$ cat src/rtl/ps2_input_decoder.sv
// PS/2 Set-2 keyboard front end: it receives bytes, tracks E0/F0 prefixes, and maps
// make and break codes to ten held-key levels that are latched once per frame on SCEN.
module ps2_input_decoder #(
  parameter int TIMEOUT_CYCLES = 50000
) (
  input  logic       clk,
  input  logic       reset,
  input  logic       SCEN,
  input  logic       ps2_clk,
  input  logic       ps2_data,
  output logic       p1_left,
  output logic       p1_right,
  output logic       p1_jump,
  output logic       p1_atk1,
  output logic       p1_atk2,
  output logic       p2_left,
  output logic       p2_right,
  output logic       p2_jump,
  output logic       p2_atk1,
  output logic       p2_atk2,
  output logic [7:0] rx_byte,
  output logic       rx_valid,
  output logic       frame_err
);

  localparam int WD_W = $clog2(TIMEOUT_CYCLES + 1);
  localparam logic [WD_W-1:0] WD_MAX = WD_W'(TIMEOUT_CYCLES);

  typedef enum logic {IDLE, SHIFT} rx_state_t;
  typedef enum logic [1:0] {P_NONE, P_E0, P_F0, P_E0F0} pfx_state_t;

  logic            clk_s1, clk_s2, clk_d;
  logic            data_s1, data_s2, data_q;
  logic            strobe;
  rx_state_t       rx_state;
  logic [3:0]      bit_cnt;
  logic [7:0]      shreg;
  logic            par_bit;
  logic [WD_W-1:0] wd;
  pfx_state_t      pfx;
  logic [9:0]      key_held, key_seen, keys_out;
  logic            is_e0, is_f0, ext, brk, ev;
  logic [9:0]      key_mask, make_mask, brk_mask;

  // Both synchronisers reset to the PS/2 idle level so a reset does not produce a false edge.
  always_ff @(posedge clk or negedge reset) begin
    if (!reset) begin
      clk_s1  <= 1'b1;
      clk_s2  <= 1'b1;
      clk_d   <= 1'b1;
      data_s1 <= 1'b1;
      data_s2 <= 1'b1;
      data_q  <= 1'b1;
      strobe  <= 1'b0;
    end else begin
      clk_s1  <= ps2_clk;
      clk_s2  <= clk_s1;
      clk_d   <= clk_s2;
      data_s1 <= ps2_data;
      data_s2 <= data_s1;
      data_q  <= data_s2;
      strobe  <= clk_d & ~clk_s2;
    end
  end

  always_ff @(posedge clk or negedge reset) begin
    if (!reset) begin
      rx_state  <= IDLE;
      bit_cnt   <= 4'd0;
      shreg     <= 8'h00;
      par_bit   <= 1'b0;
      wd        <= '0;
      rx_byte   <= 8'h00;
      rx_valid  <= 1'b0;
      frame_err <= 1'b0;
    end else begin
      rx_valid  <= 1'b0;
      frame_err <= 1'b0;
      if (strobe)
        wd <= '0;
      else if (wd != WD_MAX)
        wd <= wd + 1'b1;
      case (rx_state)
        IDLE: begin
          if (strobe && !data_q) begin
            rx_state <= SHIFT;
            bit_cnt  <= 4'd1;
          end
        end
        SHIFT: begin
          if (strobe) begin
            if (bit_cnt <= 4'd8) begin
              shreg   <= {data_q, shreg[7:1]};
              bit_cnt <= bit_cnt + 4'd1;
            end else if (bit_cnt == 4'd9) begin
              par_bit <= data_q;
              bit_cnt <= bit_cnt + 4'd1;
            end else begin
              rx_state <= IDLE;
              bit_cnt  <= 4'd0;
              if ((^{shreg, par_bit}) && data_q) begin
                rx_byte  <= shreg;
                rx_valid <= 1'b1;
              end else begin
                frame_err <= 1'b1;
              end
            end
          end else if (wd == WD_MAX) begin
            // The sender stalled mid-frame, so drop the frame quietly.
            rx_state <= IDLE;
            bit_cnt  <= 4'd0;
          end
        end
        default: rx_state <= IDLE;
      endcase
    end
  end

  function automatic logic [9:0] key_lookup(input logic [7:0] code, input logic is_ext);
    logic [9:0] m;
    m = 10'd0;
    case ({is_ext, code})
      9'h01C:  m[0] = 1'b1;
      9'h023:  m[1] = 1'b1;
      9'h01D:  m[2] = 1'b1;
      9'h02B:  m[3] = 1'b1;
      9'h034:  m[4] = 1'b1;
      9'h16B:  m[5] = 1'b1;
      9'h174:  m[6] = 1'b1;
      9'h175:  m[7] = 1'b1;
      9'h042:  m[8] = 1'b1;
      9'h04B:  m[9] = 1'b1;
      default: m = 10'd0;
    endcase
    return m;
  endfunction

  always_comb begin
    is_e0     = (rx_byte == 8'hE0);
    is_f0     = (rx_byte == 8'hF0);
    ext       = (pfx == P_E0) || (pfx == P_E0F0);
    brk       = (pfx == P_F0) || (pfx == P_E0F0);
    ev        = rx_valid && !is_e0 && !is_f0;
    key_mask  = key_lookup(rx_byte, ext);
    make_mask = (ev && !brk) ? key_mask : 10'd0;
    brk_mask  = (ev && brk) ? key_mask : 10'd0;
  end

  always_ff @(posedge clk or negedge reset) begin
    if (!reset) begin
      pfx <= P_NONE;
    end else if (frame_err) begin
      pfx <= P_NONE;
    end else if (rx_valid) begin
      if (is_e0)
        pfx <= P_E0;
      else if (is_f0) begin
        case (pfx)
          P_NONE:  pfx <= P_F0;
          P_E0:    pfx <= P_E0F0;
          default: pfx <= pfx;
        endcase
      end else
        pfx <= P_NONE;
    end
  end

  // The frame sample uses the pre-edge key state. A make that lands in the same cycle stays in key_seen for the next frame.
  always_ff @(posedge clk or negedge reset) begin
    if (!reset) begin
      key_held <= 10'd0;
      key_seen <= 10'd0;
      keys_out <= 10'd0;
    end else begin
      key_held <= (key_held | make_mask) & ~brk_mask;
      key_seen <= (SCEN ? 10'd0 : key_seen) | make_mask;
      if (SCEN)
        keys_out <= key_held | key_seen;
    end
  end

  assign p1_left  = keys_out[0];
  assign p1_right = keys_out[1];
  assign p1_jump  = keys_out[2];
  assign p1_atk1  = keys_out[3];
  assign p1_atk2  = keys_out[4];
  assign p2_left  = keys_out[5];
  assign p2_right = keys_out[6];
  assign p2_jump  = keys_out[7];
  assign p2_atk1  = keys_out[8];
  assign p2_atk2  = keys_out[9];

endmodule

$ cat config.mk
export PLATFORM = sky130hd
export DESIGN_NAME = ps2_input_decoder
export DESIGN_NICKNAME = d
export VERILOG_FILES = /design/src/rtl/ps2_input_decoder.sv
export SDC_FILE = /design/constraint.sdc
export NUM_CORES = 1
export LEC_CHECK = 0
export CORE_UTILIZATION = 45
export DETAILED_ROUTE_END_ITERATION = 16
export HOLD_SLACK_MARGIN = 0.05
export PLACE_DENSITY = 0.64
export SETUP_SLACK_MARGIN = 0.3
export SYNTH_ARGS = -nofsm -noshare
export SYNTH_HDL_FRONTEND = slang
export SYNTH_SLANG_ARGS = --single-unit
$ cat constraint.sdc
create_clock -name clk -period 1.7 [get_ports clk]
set_input_delay 0.51 -clock clk [delete_from_list [all_inputs] [get_ports clk]]
set_output_delay 0.51 -clock clk [all_outputs]
set_load 0.005 [all_outputs]
==> qor.yml <==
power:
  p_seq_frac: 0.419
  cellPowerDensity_mw_per_mm2: 1092
  p_leak_uw: 0.002268
  intPower_uw: 3804
  clkPwrFrac: 0.256
  power_switching_uw: 1645
  power_frac_comb: 0.325
  switching_share: 0.3019
  max-vdd-ir-drop_uv: 1262
grt:
  grt_first_pass_wirelength_um: 12290
  overflow: 0
  grt_antenna_before_repair: 0
  grt_usage: 0.1922
  first_global_vias: 2634
  grt_max_degree: 33
route:
  drt-total-wl_um: 7678
  drc: 0
  vias_per_cell: 5.142
  dr.first_iter.drc_count: 126
  wl_per_cell_um: 14.77
  ant_nets: 0
  via_count: 2674
  drt_first_pass_iters: 6
layout:
  final_cell_area_sq_mm: 0.004989
  area_growth_pct: 43.16
  nFillCells: 547
  num_antenna_cells: 0
  final_layout_size_suffix_gt1_frac: 0.4703
  nets: 426
placement:
  portBuffers: 24
  place_ws_ns: -0.1880
  placed_area_sq_mm: 0.004148
  place.gp.congestion: 0.7902
  hpwlAfterDp_um: 4577
logic_synthesis:
  synth_seq_cells: 79
  avgSynthCellArea_sq_um: 11.13
  synth_area_leaders: "dfrtp_1, mux2_2, dfstp_2"
  synth_top_area_share: 0.5242
  synthArstFlopShare: 1.000
  synth_edf_count: 0
  synth_area_sq_mm: 0.003485
  yosysMostFrequentCell: "dfrtp_1"
  ys_seq_area_frac: 0.5695
  synth.largest_area_cell: "dfrtp_1"
  synth_common_cells: "dfrtp_1, nor2_1, inv_1"
  syn_inst: 313
  yosys_warnings: 0
  synth_top_flop_cell: "dfrtp_1"
  ys_types: 48
  syn-num-nets: 323
sta:
  worst_pin_slew_ns: 0.6152
  rsz0062_at_grt: "true"
  hold_viol: 0
  setup_ws_ns: -0.1629
  clock_skew_ns: 0.009063
  fmax_ghz: 0.5368
  final_max_slew_viol_count: 0
  fin_crit_sh: 1.096
  period_minus_slack_ns: 1.863
  slew-limit-headroom: 0.5898
  setup_viol_count_final: 9
run:
  maxCapViolCount: 0
hold_path:
  hold_path.class: "primary input to asynchronous set/reset pin"
clock_network:
  htreeDepth: 3
  numCtsBuffers: 9
  clock_sinks: 79
  cts_tree: "yes"
  clock_latency_ns: 0.35
  clkTransAtPathRegs_ns: 0.09
  ctsHoldBuffers: 0
  cts_root_buffer: "clkbuf_8"
  cts_buffer_depth: 2
worst_setup_path:
  crit_path_start_kind: "flip-flop"
  worstSetupPathType: "flip-flop to flip-flop"
  crit_fanout: 5
  cp-end-kind: "flip-flop"
  crit_required_ns: 1.94
  cp_data_arrival_time_ns: 2.10
die:
  die_area_sq_mm: 0.008099
  ios: 25
  die_w_um: 90.00
  die_h_um: 90.00
  core_area_sq_mm: 0.007370
  rows: 31
  start_util: 0.4728
status:
  violations: "negative setup slack"
  status: "finished, violations left"
[sequential cells by signal, summed over array words and instances (netlist names), 2 cells and up]
name / count
shreg: 8
key_held: 10
bit_cnt: 4
keys_out: 10
pfx: 2
rx_byte: 8
key_seen: 10
wd: 16
[power by group through the flow]
stage	sequential, uW	clock, uW	combinational (uW)
after floorplan	2330	0	770
after global placement	2310	0	1290
after detailed placement	2330	0	1320
after CTS	2280	1420	1660
after global routing	2310	1500	1900
final	2280	1390	1770
[path summary, 6_finish.rpt]
path / start / end / slack [ns] / depth (start not counted)
setup / recovery: shreg[1] / rx_byte[2] / -0.16 / 5
hold / removal: reset / keys_out[3] / 0.06 / 1
setup reg to reg: shreg[1] / rx_byte[2] / -0.16 / 5
hold reg to reg: clk_s1 / clk_s2 / 0.36 / 0
max in group asynchronous: reset / clk_s1 / 1.06 / 2
min in group clk: clk_s1 / clk_s2 / 0.36 / 0
[metal layers]
layer	GRT usage	vias to the layer above	share of wire
met5	0	-	0
li1	-	1292	-
met2	0.2936	38	0.48
met4	0.1048	0	0.020
met1	0.2635	1332	0.48
met3	0.03046	12	0.024
[kinds of logic (layout without fill, tap and decap cells)]
group | after synthesis | after routing | synth area share
AO/OA/AOI/OAI | 49 | 49 | 0.09156
XOR/XNOR | 21 | 21 | 0.05673
adder cells (fa/ha/maj) | 5 | 5 | 0.01795
buffers and inverters | 34 | 141 | 0.03806
flip-flops | 79 | 79 | 0.5695
multiplexers | 20 | 20 | 0.06355
AND/OR/NAND/NOR | 105 | 106 | 0.1627
[what timing repair did]
item | in CTS | in global routing
cloned | 1 | 0
resized for setup | 126 | 50
setup endpoints to repair | 63 | 62
pin swaps | 17 | 27
endpoints found under the hold margin | 0 | 0
setup buffers | 25 | 17
[stage by stage]
| step | util | power [uW] | cells | TNS (ns) | hold slack, ns |
|---|---|---|---|---|---|
| floorplan | - | 3101 | 313 | -0.3647 | 0.2144 |
| global placement | 0.5628 | 3597 | 461 | -0.9596 | 0.3455 |
| detailed placement | 0.5628 | 3649 | 461 | -1.427 | 0.3469 |
| CTS | 0.6292 | 5357 | 503 | -0.9830 | 0.06632 |
| global route | 0.6769 | 5702 | 520 | -1.846 | 0.08988 |
| finish | 0.6769 | 5449 | 520 | -1.270 | 0.06191 |
[layout by cell type, fill, tap and decap left out, drive strengths merged, types with 3 or more instances in the layout]
master         count
buf               97
dfrtp             73
nor2              36
inv               26
mux2              17
nand2             13
nand3             12
xor2              11
clkbuf            10
a31oi              9
nand2b             9
and3               9
xnor2              9
a21oi              8
o22ai              7
o21ai              7
dfstp              6
o31ai              6
ha                 5
nand4              4
mux2i              3
nor2b              3
clkinvlp           3
clkdlybuf4s50      3
nor3b              3
nor4bb             3
[final cells by class]
| cell class | count | area [sq um] | share of cell area |
|---|---|---|---|
| Multi-Input combinational cell | 201 | 1728 | 0.3464 |
| Tap cell | 99 | 123.9 | 0.02483 |
| Clock inverter | 6 | 70.07 | 0.01405 |
| Sequential cell | 79 | 1987 | 0.3983 |
| Timing Repair Buffer | 100 | 855.8 | 0.1716 |
| Inverter | 25 | 96.34 | 0.01931 |
| Clock buffer | 10 | 127.6 | 0.02558 |
[worst max-delay path, stage by stage, from the launching register on]
cell and delay (ns):
dfrtp_1 0.39, xor2_1 0.16, xnor3_1 0.45, xnor2_2 0.25, nand3_2 0.18, mux2_2 0.32
No activity file was read; power rests on OpenSTA's default activity.
